### src/rtl/uart_tx_arbiter.sv
// uart_tx_arbiter: shares the UART TX FIFO write port between the SPI RX and UART RX FWFT byte sources,
// one registered pop/push pair per grant, with saturating per-source byte counters.
module uart_tx_arbiter #(
   parameter int SETTLE_CYCLES = 2,
   parameter int PRIORITY_MODE = 0,
   parameter int COUNT_WIDTH   = 16
) (
   input  logic                   clock,
   input  logic                   reset,
   input  logic                   spi_fifo_empty,
   input  logic [7:0]             spi_fifo_data_out,
   output logic                   spi_fifo_read_en,
   input  logic                   rx_fifo_empty,
   input  logic [7:0]             rx_fifo_data_out,
   output logic                   rx_fifo_read_en,
   input  logic                   tx_fifo_full,
   output logic                   tx_fifo_write_en,
   output logic [7:0]             tx_fifo_data_in,
   output logic [1:0]             grant,
   output logic                   busy,
   output logic [COUNT_WIDTH-1:0] spi_byte_count,
   output logic [COUNT_WIDTH-1:0] uart_byte_count
);
   localparam int CW = SETTLE_CYCLES > 1 ? $clog2(SETTLE_CYCLES) : 1;
   localparam logic [CW-1:0] CNT_INIT = CW'(SETTLE_CYCLES - 1);
   typedef enum logic {IDLE, SETTLE} state_t;
   state_t state, state_n;
   logic [CW-1:0] cnt, cnt_n;
   logic last_uart, last_uart_n;
   logic req_spi, req_uart, take, pick_spi;
   logic spi_rd_n, rx_rd_n;
   logic [7:0] data_n;
   logic [1:0] grant_n;
   logic [COUNT_WIDTH-1:0] spi_cnt_n, uart_cnt_n;
   assign req_spi  = !spi_fifo_empty;
   assign req_uart = !rx_fifo_empty;
   assign take     = state == IDLE && (req_spi || req_uart) && !tx_fifo_full;
   // last_uart set means UART won the previous grant, so SPI wins the next tie
   assign pick_spi = req_spi && (!req_uart || PRIORITY_MODE == 1 || last_uart);
   always_comb begin
      state_n     = state;
      cnt_n       = cnt;
      grant_n     = grant;
      last_uart_n = last_uart;
      spi_rd_n    = 1'b0;
      rx_rd_n     = 1'b0;
      data_n      = tx_fifo_data_in;
      spi_cnt_n   = spi_byte_count;
      uart_cnt_n  = uart_byte_count;
      if (take) begin
         state_n     = SETTLE;
         cnt_n       = CNT_INIT;
         grant_n     = pick_spi ? 2'b01 : 2'b10;
         last_uart_n = !pick_spi;
         spi_rd_n    = pick_spi;
         rx_rd_n     = !pick_spi;
         data_n      = pick_spi ? spi_fifo_data_out : rx_fifo_data_out;
         spi_cnt_n   = (pick_spi && !(&spi_byte_count)) ? spi_byte_count + 1'b1 : spi_byte_count;
         uart_cnt_n  = (!pick_spi && !(&uart_byte_count)) ? uart_byte_count + 1'b1 : uart_byte_count;
      end else if (state == SETTLE) begin
         if (cnt == '0) begin
            state_n = IDLE;
            grant_n = 2'b00;
         end else begin
            cnt_n = cnt - 1'b1;
         end
      end
   end
   always_ff @(posedge clock) begin
      if (reset) begin
         state            <= IDLE;
         cnt              <= '0;
         last_uart        <= 1'b1;
         grant            <= 2'b00;
         busy             <= 1'b0;
         spi_fifo_read_en <= 1'b0;
         rx_fifo_read_en  <= 1'b0;
         tx_fifo_write_en <= 1'b0;
         tx_fifo_data_in  <= 8'h00;
         spi_byte_count   <= '0;
         uart_byte_count  <= '0;
      end else begin
         state            <= state_n;
         cnt              <= cnt_n;
         last_uart        <= last_uart_n;
         grant            <= grant_n;
         busy             <= state_n == SETTLE;
         spi_fifo_read_en <= spi_rd_n;
         rx_fifo_read_en  <= rx_rd_n;
         tx_fifo_write_en <= take;
         tx_fifo_data_in  <= data_n;
         spi_byte_count   <= spi_cnt_n;
         uart_byte_count  <= uart_cnt_n;
      end
   end
endmodule
### config.mk
export PLATFORM = sky130hd
export DESIGN_NAME = uart_tx_arbiter
export DESIGN_NICKNAME = d
export VERILOG_FILES = /design/src/rtl/uart_tx_arbiter.sv
export SDC_FILE = /design/constraint.sdc
export NUM_CORES = 1
export LEC_CHECK = 0
export ABC_AREA = 1
export CAP_MARGIN = 20
export CORE_ASPECT_RATIO = 1.25
export CORE_MARGIN = 2
export CORE_UTILIZATION = 40
export DETAILED_ROUTE_END_ITERATION = 10
export PLACE_DENSITY = 0.69
export SETUP_SLACK_MARGIN = 0.3
export SYNTH_ARGS = -nofsm -noshare
export SYNTH_HDL_FRONTEND = slang
export SYNTH_SLANG_ARGS = --single-unit
### constraint.sdc
create_clock -name clock -period 1.5 [get_ports clock]
set_input_delay 0.225 -clock clock [delete_from_list [all_inputs] [get_ports clock]]
set_output_delay 0.225 -clock clock [all_outputs]
set_load 0.02 [all_outputs]
==> impl_metrics.yaml, run 1 <==
routing:
  drt-total-wl_um: 8310
  drtIter0Drc: 85
  vias: 2910
  viasPerCell: 5.03
  firstDrtPassIters: 4
  drc_errors: 0
  antenna_left: 0
  wire_per_inst_um: 14.4
clock_tree:
  clkSlewWorstSetupHoldPaths_ns: 0.10
  cts_tree: "done"
  cts_root_buf: "clkbuf_8"
  cts.sinks: 48
  postCtsHoldBufs: 0
  clk_path_buf_depth: 2
  htree_levels: 2
  clkLatencyLatePin_ns: 0.31
  cts_buffers: 5
die:
  ios: 67
  chipHeight_um: 92.4
  core_um2: 6130
  initial_core_util: 0.408
  die-area_um2: 6900
  die-width_um: 74.7
  num_rows: 32
power:
  power.density_nw_per_um2: 654
  peakVddDrop_mv: 0.579
  power_leakage_nw: 1.86
  power_mw: 2.88
min_path:
  holdPathStages: 6
  hold_start: "tx_fifo_full"
  holdPathEnd: "last_uart"
  hp-class: "in2reg"
placed_design:
  globalplace.congestion: 0.856
  port-buffer-count: 66
  hpwl_um: 4820
  dpl_cell_area_um2: 3550
  dp_worst_setup_slack_ns: -0.221
  dp_cells: 538
global_routing:
  grt_max_degree: 25
  grt_pass1_wl_um: 12400
  grt_use_total: 0.228
  grt_pass1_vias: 2743
  antenna_found_initial: 0
  grt_overflow: 0
run_status:
  failed_checks: "negative setup slack"
  outcome: "complete, but fails checks"
sta:
  setup_ws_ns: -0.00814
  rsz0062_at_grt: "true"
  worst_slew_pin_slew_ns: 0.354
  final.min_clock_period_ns: 1.51
  min_period_over_period: 1.01
  hold_ws_ns: 0.444
  skew_ns: 0.00981
  report.final.slew_viol_count: 0
  final_hold_viol_count: 0
  max_freq_mhz: 663
  finalSetupViolCount: 1
  slew_headroom: 0.764
  setup_tns_ns: -0.00814
final_layout:
  fin_util: 0.720
  final_cells: 578
  drive_gt1_frac: 0.503
  fin_nets: 515
  diodes: 0
  final_area_um2: 4410
  syn_to_final_growth_pct: 76.5
logic_synthesis:
  ys.flop_type: "dfxtp_1"
  yosysTopAreaCell: "dfxtp_1"
  synth-edff-count: 0
  ys_seq_elements: 48
  synth-async-reset-ratio: 0
  synth_top_area_frac: 0.385
  synth.avg_cell_area_um2: 6.75
  syn-cell-area_um2: 2500
  ys_types: 28
  synth_cells: 370
  syn_nets: 393
  synth_area_leaders: "dfxtp_1 38%, nand2_1 17%, nor2_1 7.2%, a21oi_1 5.6%, inv_1 4.5%"
  synthMostInstantiatedCell: "nand2_1"
  yosys_warnings: 0
  yosysSeqAreaShare: 0.385
  synth_common_cells: "116 x nand2_1, 48 x dfxtp_1, 48 x nor2_1"
critical_path:
  cp_data_arrival_time_ns: 1.69
  path_max_fanout: 8
  reg2reg_from: "spi_byte_count[0]"
  startpoint_type: "flip-flop"
  ff2ff_setup_slack_ns: -0.008
  cp-end-kind: "flip-flop"
  reg2reg_to: "spi_byte_count[9]"
  worstPathRequired_ns: 1.68
  rr_worst_depth: 10
  critPathKind: "reg2reg"
flow_run:
  max_cap_viol_count: 0
==> power by group <==
part           switching, mW  internal (mW)  leakage, nW
combinational          0.275          0.270         1.39
clock                  0.469          0.546       0.0614
sequential            0.0300           1.29        0.409
==> worst max path at each step <==
stage / start / to / slack (ns) / depth (start not counted)
floorplan: spi_byte_count[0] / spi_byte_count[2] / 0.14 / 10
global placement: rx_fifo_empty / uart_byte_count[1] / -0.17 / 7
detailed placement: rx_fifo_empty / uart_byte_count[0] / -0.22 / 7
CTS: spi_byte_count[0] / spi_byte_count[9] / 0.06 / 10
global route: spi_byte_count[1] / spi_byte_count[14] / -0.07 / 11
finish: spi_byte_count[0] / spi_byte_count[9] / -0.008 / 10
==> worst max-delay path: stages (launching register included) <==
cell,delay (ns)
dfxtp_4,0.37
ha_4,0.14
nand2_4,0.05
nor2_4,0.14
nand2_4,0.09
nor2_4,0.12
nor2_4,0.06
buf_6,0.11
buf_12,0.13
nand2_1,0.10
a21oi_2,0.07
==> cell families after synthesis <==
logic type / share of synthesized area
AO/OA/AOI/OAI: 0.118
buffers and inverters: 0.0786
AND/OR/NAND/NOR: 0.367
XOR/XNOR: 0.0421
adder cells (fa/ha/maj): 0.0100
flip-flops: 0.385
==> layout make-up <==
class	count	area [um^2]
clock buffer	6	82.6
clock inverter	2	38.8
fill	484	1720
inverter	33	144
multi-input combinational	279	1870
sequential	48	1040
tap	85	106
timing repair buffer	124	1120
timing repair inverter	1	6.26
==> layer usage <==
metal	global-route usage	wire (um)	part of all wire	up-vias
met1	0.265	3150	0.38	1395
met4	0.0625	172	0.021	0
met2	0.422	4750	0.57	66
met3	0.0316	235	0.028	15
met5	0	0	0	-
li1	-	-	-	1434
==> cell usage in the layout (no fill, tap or decap), types with 5 or more instances in the layout <==
master	netlist	final
a21oi_1	28	16
a21oi_2	1	11
a22oi_2	0	8
buf_12	0	5
buf_2	1	20
buf_4	0	39
buf_6	4	20
clkbuf_2	0	8
clkbuf_8	0	6
clkdlybuf4s15_2	0	6
clkdlybuf4s50_1	0	17
dfxtp_1	48	15
dfxtp_2	0	19
dfxtp_4	0	14
inv_1	30	28
nand2_1	116	85
nand2_2	3	17
nand2_4	1	16
nand3_1	22	18
nand4_1	10	10
nor2_1	48	30
nor2_2	3	6
nor2_4	5	20
o21ai_1	0	8
o21ai_2	1	5
xor2_1	8	7
==> what timing repair did <==
item                                    4_1_cts  5_1_grt
cloned                                        3        1
endpoints found under the setup margin       87       73
pin swaps                                    12       40
resized for setup                           180      164
buffers inserted                             20        8
==> state kept, by name, indices dropped and copies added (netlist names) <==
| register | cells |
|---|---|
| rx_fifo_read_en | 1 |
| cnt | 1 |
| last_uart | 1 |
| tx_fifo_write_en | 1 |
| spi_fifo_read_en | 1 |
| grant | 2 |
| spi_byte_count | 16 |
| state | 1 |
| tx_fifo_data_in | 8 |
| uart_byte_count | 16 |
Note: power is estimated with default switching activity, not from simulation.
==> run 2, diff against run 1 <==
PLACE_DENSITY = unset   (was 0.69)
PLACE_DENSITY_LB_ADDON = 0.05   (was unset)
SLEW_MARGIN = 20   (was unset)
==> impl_metrics.yaml, run 2 (synthesized netlist as in run 1, its figures left out) <==
run_status:
  outcome: "finished clean"
final_layout:
  syn_to_final_growth_pct: 76.1
  final_common_cell: "nand2_1"
  drive_gt1_frac: 0.505
  reg_top3: "spi_byte_count x16, uart_byte_count x16, tx_fifo_data_in x8"
  nFillCells: 508
  fin_nets: 523
  final_area_um2: 4400
  fin_util: 0.718
  final_cells: 586
  diodes: 0
  final_cell_mix: "89 x nand2_1, 41 x buf_4, 33 x nor2_1, 29 x buf_6, 28 x inv_1"
clock_tree:
  cts_tree: "done"
  clkLatencyLatePin_ns: 0.31
  cts.sinks: 48
  clkSlewWorstSetupHoldPaths_ns: 0.09
  cts_buffers: 5
  clk_path_buf_depth: 2
  htree_levels: 2
  cts_root_buf: "clkbuf_8"
placed_design:
  port-buffer-count: 66
  hpwl_um: 4820
  globalplace.congestion: 0.853
  dp_cells: 543
  dpl_cell_area_um2: 3590
  dp_worst_setup_slack_ns: -0.227
routing:
  antenna_left: 0
  viasPerCell: 5.05
  drc_errors: 0
  drtIter0Drc: 123
  firstDrtPassIters: 4
  wire_per_inst_um: 13.8
  drt-total-wl_um: 8100
  vias: 2961
sta:
  max_freq_mhz: 674
  final_hold_viol_count: 0
  finalSetupViolCount: 0
  report.final.slew_viol_count: 0
  slew_headroom: 0.821
  min_period_over_period: 0.989
  rsz0062_at_grt: "true"
  setup_ws_ns: 0.0168
  setup_tns_ns: 0
  skew_ns: 0.00690
  worst_slew_pin_slew_ns: 0.268
  final.min_clock_period_ns: 1.48
die:
  initial_core_util: 0.408
  core_um2: 6130
  die-area_um2: 6900
  chipHeight_um: 92.4
  die-width_um: 74.7
  num_rows: 32
  ios: 67
critical_path:
  startpoint_type: "flip-flop"
  cp_data_arrival_time_ns: 1.70
  critPathTopFamily: "simple AND/OR/NAND/NOR gates"
  ff2ff_setup_slack_ns: 0.02
  path_max_fanout: 7
  crit_top_cell: "nor2_4"
  worstPathRequired_ns: 1.71
  cp_slowest_cell: "dfxtp_4"
  reg2reg_from: "spi_byte_count[0]"
  rr_worst_depth: 10
  critPathKind: "reg2reg"
  cp-end-kind: "flip-flop"
  crit_chain: "ha_4, nand2_4, nor2_4, nand2_4, nor2_4, nor2_4, buf_6, buf_16, a21oi_2, nor2_1"
  cp_num_buf_inv: 2
  reg2reg_to: "spi_byte_count[13]"
  critPathMaxStageDelay_ns: 0.37
global_routing:
  grt_pass1_vias: 2808
  grt_use_total: 0.232
  grt_overflow: 0
  grt_max_degree: 15
  grt_pass1_wl_um: 12600
  antenna_found_initial: 0
min_path:
  holdPathStages: 6
  hold_start: "tx_fifo_full"
  hp-class: "in2reg"
  holdPathEnd: "last_uart"
power:
  power.density_nw_per_um2: 620
  power_leakage_nw: 1.86
  peakVddDrop_mv: 0.379
flow_run:
  max_cap_viol_count: 0
==> run 2: cell types whose count changed in the layout (fill, tap and decap cells not counted), sizes merged <==
cell           delta
buf              +11
bufinv            -1
clkbuf            +2
clkdlybuf4s15     -3
clkinv            -2
dlygate4sd2       -1
inv               +2
==> run 2: power by group <==
group / internal (mW) / total [mW] / switching, mW
Sequential: 1.29 / 1.32 / 0.0267
Clock: 0.377 / 0.843 / 0.466
Combinational: 0.289 / 0.566 / 0.278
Total: 1.96 / 2.73 / 0.771
==> run 2: what timing repair did <==
| item | 4_1_cts | 5_1_grt |
|---|---|---|
| endpoints found under the setup margin | 89 | 81 |
| hold buffers | 0 | 0 |
| setup buffers | 22 | 7 |
| pin swaps | 11 | 44 |
| gates resized for setup | 198 | 152 |
| gates cloned | 4 | 2 |
==> run 2: layout make-up <==
| type | count | area (um^2) | area share |
|---|---|---|---|
| Tap cell | 85 | 106 | 0.0242 |
| Multi-Input combinational cell | 279 | 1820 | 0.413 |
| Clock inverter | 1 | 6.26 | 0.00142 |
| Timing Repair Buffer | 132 | 1200 | 0.273 |
| Timing Repair inverter | 1 | 6.26 | 0.00142 |
| Inverter | 33 | 136 | 0.0310 |
| Clock buffer | 7 | 86.3 | 0.0196 |
| Sequential cell | 48 | 1040 | 0.237 |
==> run 2: routing by layer <==
layer  track usage  vias up  wire length, um
met5             0        -                0
met1         0.258     1406             3100
met3        0.0370       19              379
met2         0.427       85             4410
li1              -     1451                -
met4        0.0893        0              208
==> run 2: worst register-to-register path, delay by kind of cell, from the launching register on <==
family | cells | cell delay, ns
compound gates | 1 | 0.13
fa+ha+maj | 1 | 0.15
buf+inv | 2 | 0.25
flops | 1 | 0.37
simple gates | 6 | 0.49
==> run 2: how the worst max path moves through the flow <==
stage	startpoint	end	slack (ns)	depth (start not counted)
2_1_floorplan	spi_byte_count[0]	spi_byte_count[2]	0.14	10
3_3_place_gp	rx_fifo_empty	uart_byte_count[0]	-0.17	8
3_5_place_dp	rx_fifo_empty	uart_byte_count[1]	-0.23	8
4_1_cts	spi_byte_count[8]	spi_byte_count[15]	0.07	10
5_1_grt	state	uart_byte_count[1]	-0.05	9
6_report	spi_byte_count[0]	spi_byte_count[13]	0.02	10
==> run 2: per-stage QoR <==
stage	hold slack, ns	total power [mW]
floorplan	0.338	1.54
global placement	0.444	1.74
detailed placement	0.454	1.74
CTS	0.450	2.67
global route	0.466	2.85
finish	0.454	2.73
==> run 3, diff against run 2 <==
CORE_ASPECT_RATIO = 0.8   (was 1.25)
==> impl_metrics.yaml, run 3 (synthesized netlist as in run 1, its figures left out) <==
routing:
  viasPerCell: 4.97
  drt-total-wl_um: 7650
  vias: 2816
  wire_per_inst_um: 13.5
  drtIter0Drc: 118
  firstDrtPassIters: 4
  antenna_left: 0
  drc_errors: 0
critical_path:
  cp_slowest_cell: "dfxtp_4"
  critPathKind: "reg2reg"
  crit_chain: "ha_4, inv_2, nor2_4, nand2_4, o21ai_4, buf_12, nand2_1, a21oi_2"
  path_max_fanout: 7
  cp-end-kind: "flip-flop"
  startpoint_type: "flip-flop"
  critPathMaxStageDelay_ns: 0.37
  worstPathRequired_ns: 1.74
  reg2reg_from: "uart_byte_count[0]"
  ff2ff_setup_slack_ns: 0.08
  reg2reg_to: "uart_byte_count[3]"
  cp-startpoint: "uart_byte_count[0]"
  cp_data_arrival_time_ns: 1.66
  rr_worst_depth: 8
  crit_path_end: "uart_byte_count[3]"
global_routing:
  grt.met1_usage: 0.303
  grt_max_degree: 25
  antenna_found_initial: 0
  grt_overflow: 0
  grt_pass1_vias: 2501
  grtUsageMet3: 0.0511
  met2_usage: 0.341
  grt_use_total: 0.219
  grt_pass1_wl_um: 11900
  busiest_layer: "met2"
sta:
  min_period_over_period: 0.946
  slew_headroom: 0.772
  finalSetupViolCount: 0
  setup_tns_ns: 0
  max_freq_mhz: 704
  skew_ns: 0.0107
  worst_slew_pin_slew_ns: 0.343
  rsz0062_at_grt: "true"
  final_hold_viol_count: 0
  hold_ws_ns: 0.452
  report.final.slew_viol_count: 0
  final.min_clock_period_ns: 1.42
clock_tree:
  cts_root_buf: "clkbuf_8"
  cts_buffers: 5
  clkLatencyLatePin_ns: 0.31
  cts_tree: "done"
  postCtsHoldBufs: 0
  htree_levels: 2
  clkSlewWorstSetupHoldPaths_ns: 0.10
  cts.sinks: 48
  clk_path_buf_depth: 2
placed_design:
  dpl_cell_area_um2: 3550
  hpwl_um: 4900
  dp_cells: 536
  port-buffer-count: 66
  globalplace.congestion: 0.834
flow_run:
  max_cap_viol_count: 0
die:
  initial_core_util: 0.418
  die-area_um2: 6900
  core_um2: 5970
  ios: 67
  die-width_um: 92.4
  num_rows: 25
  chipHeight_um: 74.7
final_layout:
  multi_input_area_um2: 1780
  fin_util: 0.697
  nFillCells: 487
  diodes: 0
  reg_top3: "spi_byte_count x16, uart_byte_count x16, tx_fifo_data_in x8"
  final_common_cell: "nand2_1"
  seq_area_um2: 1030
  drive_gt1_frac: 0.496
  fin_nets: 508
  final_area_um2: 4160
  final_cell_mix: "87 x nand2_1, 41 x buf_4, 30 x nor2_1, 29 x inv_1, 24 x buf_2"
  final_cells: 567
  syn_to_final_growth_pct: 66.6
power:
  power.density_nw_per_um2: 691
  peakVddDrop_mv: 0.539
  power_leakage_nw: 1.77
run_status:
  outcome: "finished clean"
min_path:
  hp-class: "reg2reg"
==> run 3: critical path: cells and delay by family (launching register included) <==
kind / cells / cell delay, ns
adders and majority gates: 1 / 0.13
and+or+nand+nor: 3 / 0.30
buffers and inverters: 2 / 0.20
DFF: 1 / 0.37
AOI/OAI and AO/OA: 2 / 0.35
==> run 3: where the power goes <==
| group | total, mW | switching (mW) | internal [mW] |
|---|---|---|---|
| registers | 1.32 | 0.0287 | 1.29 |
| clock network | 1.05 | 0.466 | 0.589 |
| logic | 0.499 | 0.252 | 0.247 |
==> run 3: area by class of cell <==
class | instances | share of cell area
inverter | 33 | 0.0306
timing repair inverter | 1 | 0.000901
timing repair buffer | 117 | 0.239
sequential | 48 | 0.248
clock inverter | 1 | 0.00721
clock buffer | 7 | 0.0231
tap | 81 | 0.0243
multi-input combinational | 279 | 0.427
==> run 3: metal layers <==
| metal | up-vias | routed length, um |
|---|---|---|
| met5 | - | 0 |
| met4 | 0 | 204 |
| met3 | 19 | 517 |
| met2 | 82 | 3370 |
| met1 | 1293 | 3550 |
| li1 | 1422 | - |
==> run 3: metrics by stage <==
stage,power [mW],setup slack (ns)
6_report,2.88,0.0805
5_1_grt,2.98,-0.000477
4_1_cts,2.83,0.106
3_5_place_dp,1.73,-0.199
3_3_place_gp,1.73,-0.190
2_1_floorplan,1.54,0.140
==> run 3: repair_timing <==
item / 4_1_cts / 5_1_grt
endpoints found under the hold margin: 0 / 0
resized for setup: 201 / 122
gates cloned: 4 / 2
buffers inserted: 12 / 5
endpoints found under the setup margin: 88 / 72
pin swaps: 24 / 36
==> run 3: how the worst min path moves through the flow <==
stage / start / cells after the start / to / slack [ns]
after global placement: cnt / 2 / state / 0.44
after CTS: cnt / 2 / state / 0.45
after detailed placement: cnt / 2 / state / 0.45
after floorplan: rx_fifo_data_out[0] / 2 / tx_fifo_data_in[0] / 0.34
after global routing: rx_fifo_data_out[3] / 3 / tx_fifo_data_in[3] / 0.46
final: cnt / 2 / state / 0.45
==> variant, RTL diff (config.mk and constraints of run 3) <==
The parameter `SETTLE_CYCLES` goes from 2 to 8.
--- a/src/rtl/uart_tx_arbiter.sv
+++ b/src/rtl/uart_tx_arbiter.sv
@@ -1,7 +1,7 @@
 // uart_tx_arbiter: shares the UART TX FIFO write port between the SPI RX and UART RX FWFT byte sources,
 // one registered pop/push pair per grant, with saturating per-source byte counters.
 module uart_tx_arbiter #(
-   parameter int SETTLE_CYCLES = 2,
+   parameter int SETTLE_CYCLES = 8,
    parameter int PRIORITY_MODE = 0,
    parameter int COUNT_WIDTH   = 16
 ) (
Check against the original RTL: not equivalent (Yosys sat finds a counterexample within 4 cycles, from zero or initial values and one cycle with reset high).
==> variant against run 3 <==
  * Maximum frequency grew 0.64%
  * Utilization down 2.0 points
  * Worst hold slack got worse by 0.050 ns
  * Synthesized area rose by 11%
  * Routed wire length up 14%
  * Sequential cell count grew 2
  * Total power increased by 3.3%
  * Cell area up 10%
  * Critical path depth did not move
  * Critical endpoint is now spi_byte_count[14]
  * Clock skew is 0.0061 ns lower
  * Worst setup slack better by 0.0091 ns
==> variant: results (changes against run 3) <==
- The largest net degree at the start of global routing is 20 (-20%).
- The detailed route wirelength on metal3 is 474 microns (-8.3%).
- The overall routing resource usage was 21.4% (-0.52 points).
- The kind of cell with the highest combined delay on the critical path is simple AND/OR/NAND/NOR gates.
- The number of DRC violations after detailed-routing iteration 0 is 138 (+17%).
- The global routing met1 resource utilization was 29.0% (-1.3 points).
- The headroom to the max-slew limit is 80.9% (+3.8 points).
- The HPWL after detailed placement is 5.31 mm (+8.5%).
- The data arrival time of the critical path is 1.61 ns (-0.05 ns).
- The number of fill cells is 592 (+22%).
- The maximum vdd ir drop came to 0.533 mV (-1.0%).
- The final routed wire length divided by cell count is 14.3 microns (+6.1%).
- The first-pass GRT wire length is 13.6 mm (+14%).
- The post-CTS resize count is 208 (+3.5%).
- The depth of the worst register-to-register path is 8 (unchanged).
- The commonest cells after synthesis are nand2_1, nor2_1, dfxtp_1.
- The largest registers in the layout are spi_byte_count (16), uart_byte_count (16), tx_fifo_data_in (8).
- The met3 layer usage reported by global route came to 4.63% (-0.47 points).
- The leakage power figure is 2.00 nW (+13%).
- The initial antenna violation count came to 0 (unchanged).
- The number of post-CTS setup repair buffers is 17 (+5).
- The met2 track demand over resource in global routing came to 35.3% (+1.2 points).
- The worst hold slack across all endpoints is 0.402 ns (-0.0499 ns).
- The number of iterations in the first detailed-routing pass came to 5 (+1).
- The overall routed net length is 8.69 mm (+14%).
- The number of global-route vias before repair is 2892 (+16%).
- Ranked by total cell area, the synthesized netlist is headed by dfxtp_1, nand2_1, nor2_1.
- The post-synth net total is 425 (+8.1%).
- The launch point of the critical path is spi_byte_count[4].
- The cell count after placement is 570 (+6.3%).
- The worst hold path belongs to the class in -> reg.
- The path with the worst hold slack has its endpoint at tx_fifo_write_en.
- The reg-to-reg endpoint is spi_byte_count[14].
- The maximum fanout count along the critical path was 8 (+1).
- The routed length on met2 is 3.93 mm (+17%).
- The flow ran to the end, and the final reports show no timing, DRC or antenna violations.
- The last weighted congestion value of the routability-driven placer came to 0.801 (-3.9%).
- The number of cells on the worst hold path is 4 (+2).
- The worst-case setup slack after placement came to -0.241 ns (-0.0422 ns).
- The fraction of layout cells with a size suffix above 1 is 51.0% (+1.4 points).
- The via-per-instance ratio is 5.02 (+1.0%).
- The final worst setup slack came to 0.0896 ns (+0.00905 ns).
- The startpoint identified for the worst hold timing path is tx_fifo_full.
- The instance area after placement was 3820 sq um (+7.7%).
- The detailed router used layers up to and including met4.
- In this run the most used layer during global routing was met2.
==> variant: cell count changes after synthesis, sizes merged, moves of 2 or more <==
cell    change
nand3b      +2
nor2        +8
clkinv      +2
ha          +2
nor3        -2
dfxtp       +2
nand3       +6
nand2      +12
==> variant: cell type report <==
class,count,area (sq um),area share [%]
Inverter,36,156,3.40
Clock buffer,6,72.6,1.58
Sequential cell,50,1090,23.7
Timing Repair Buffer,121,1090,23.8
Clock inverter,2,37.5,0.817
Multi-Input combinational cell,305,2040,44.3
Tap cell,87,109,2.37
==> variant: kinds of logic after synthesis <==
kind of cell,count (synthesis),share of synthesized area (%)
flops,50,36.1
fa+ha+maj,4,1.81
xor+xnor,10,3.16
buf+inv,47,7.77
simple gates,237,39.9
compound gates,52,11.2
==> variant: power breakdown <==
group          switching [W]  internal [W]  leakage, nW
clock               0.000468      0.000499       0.0514
sequential         0.0000366       0.00135        0.428
combinational       0.000324      0.000294         1.52
total               0.000829       0.00214         2.00
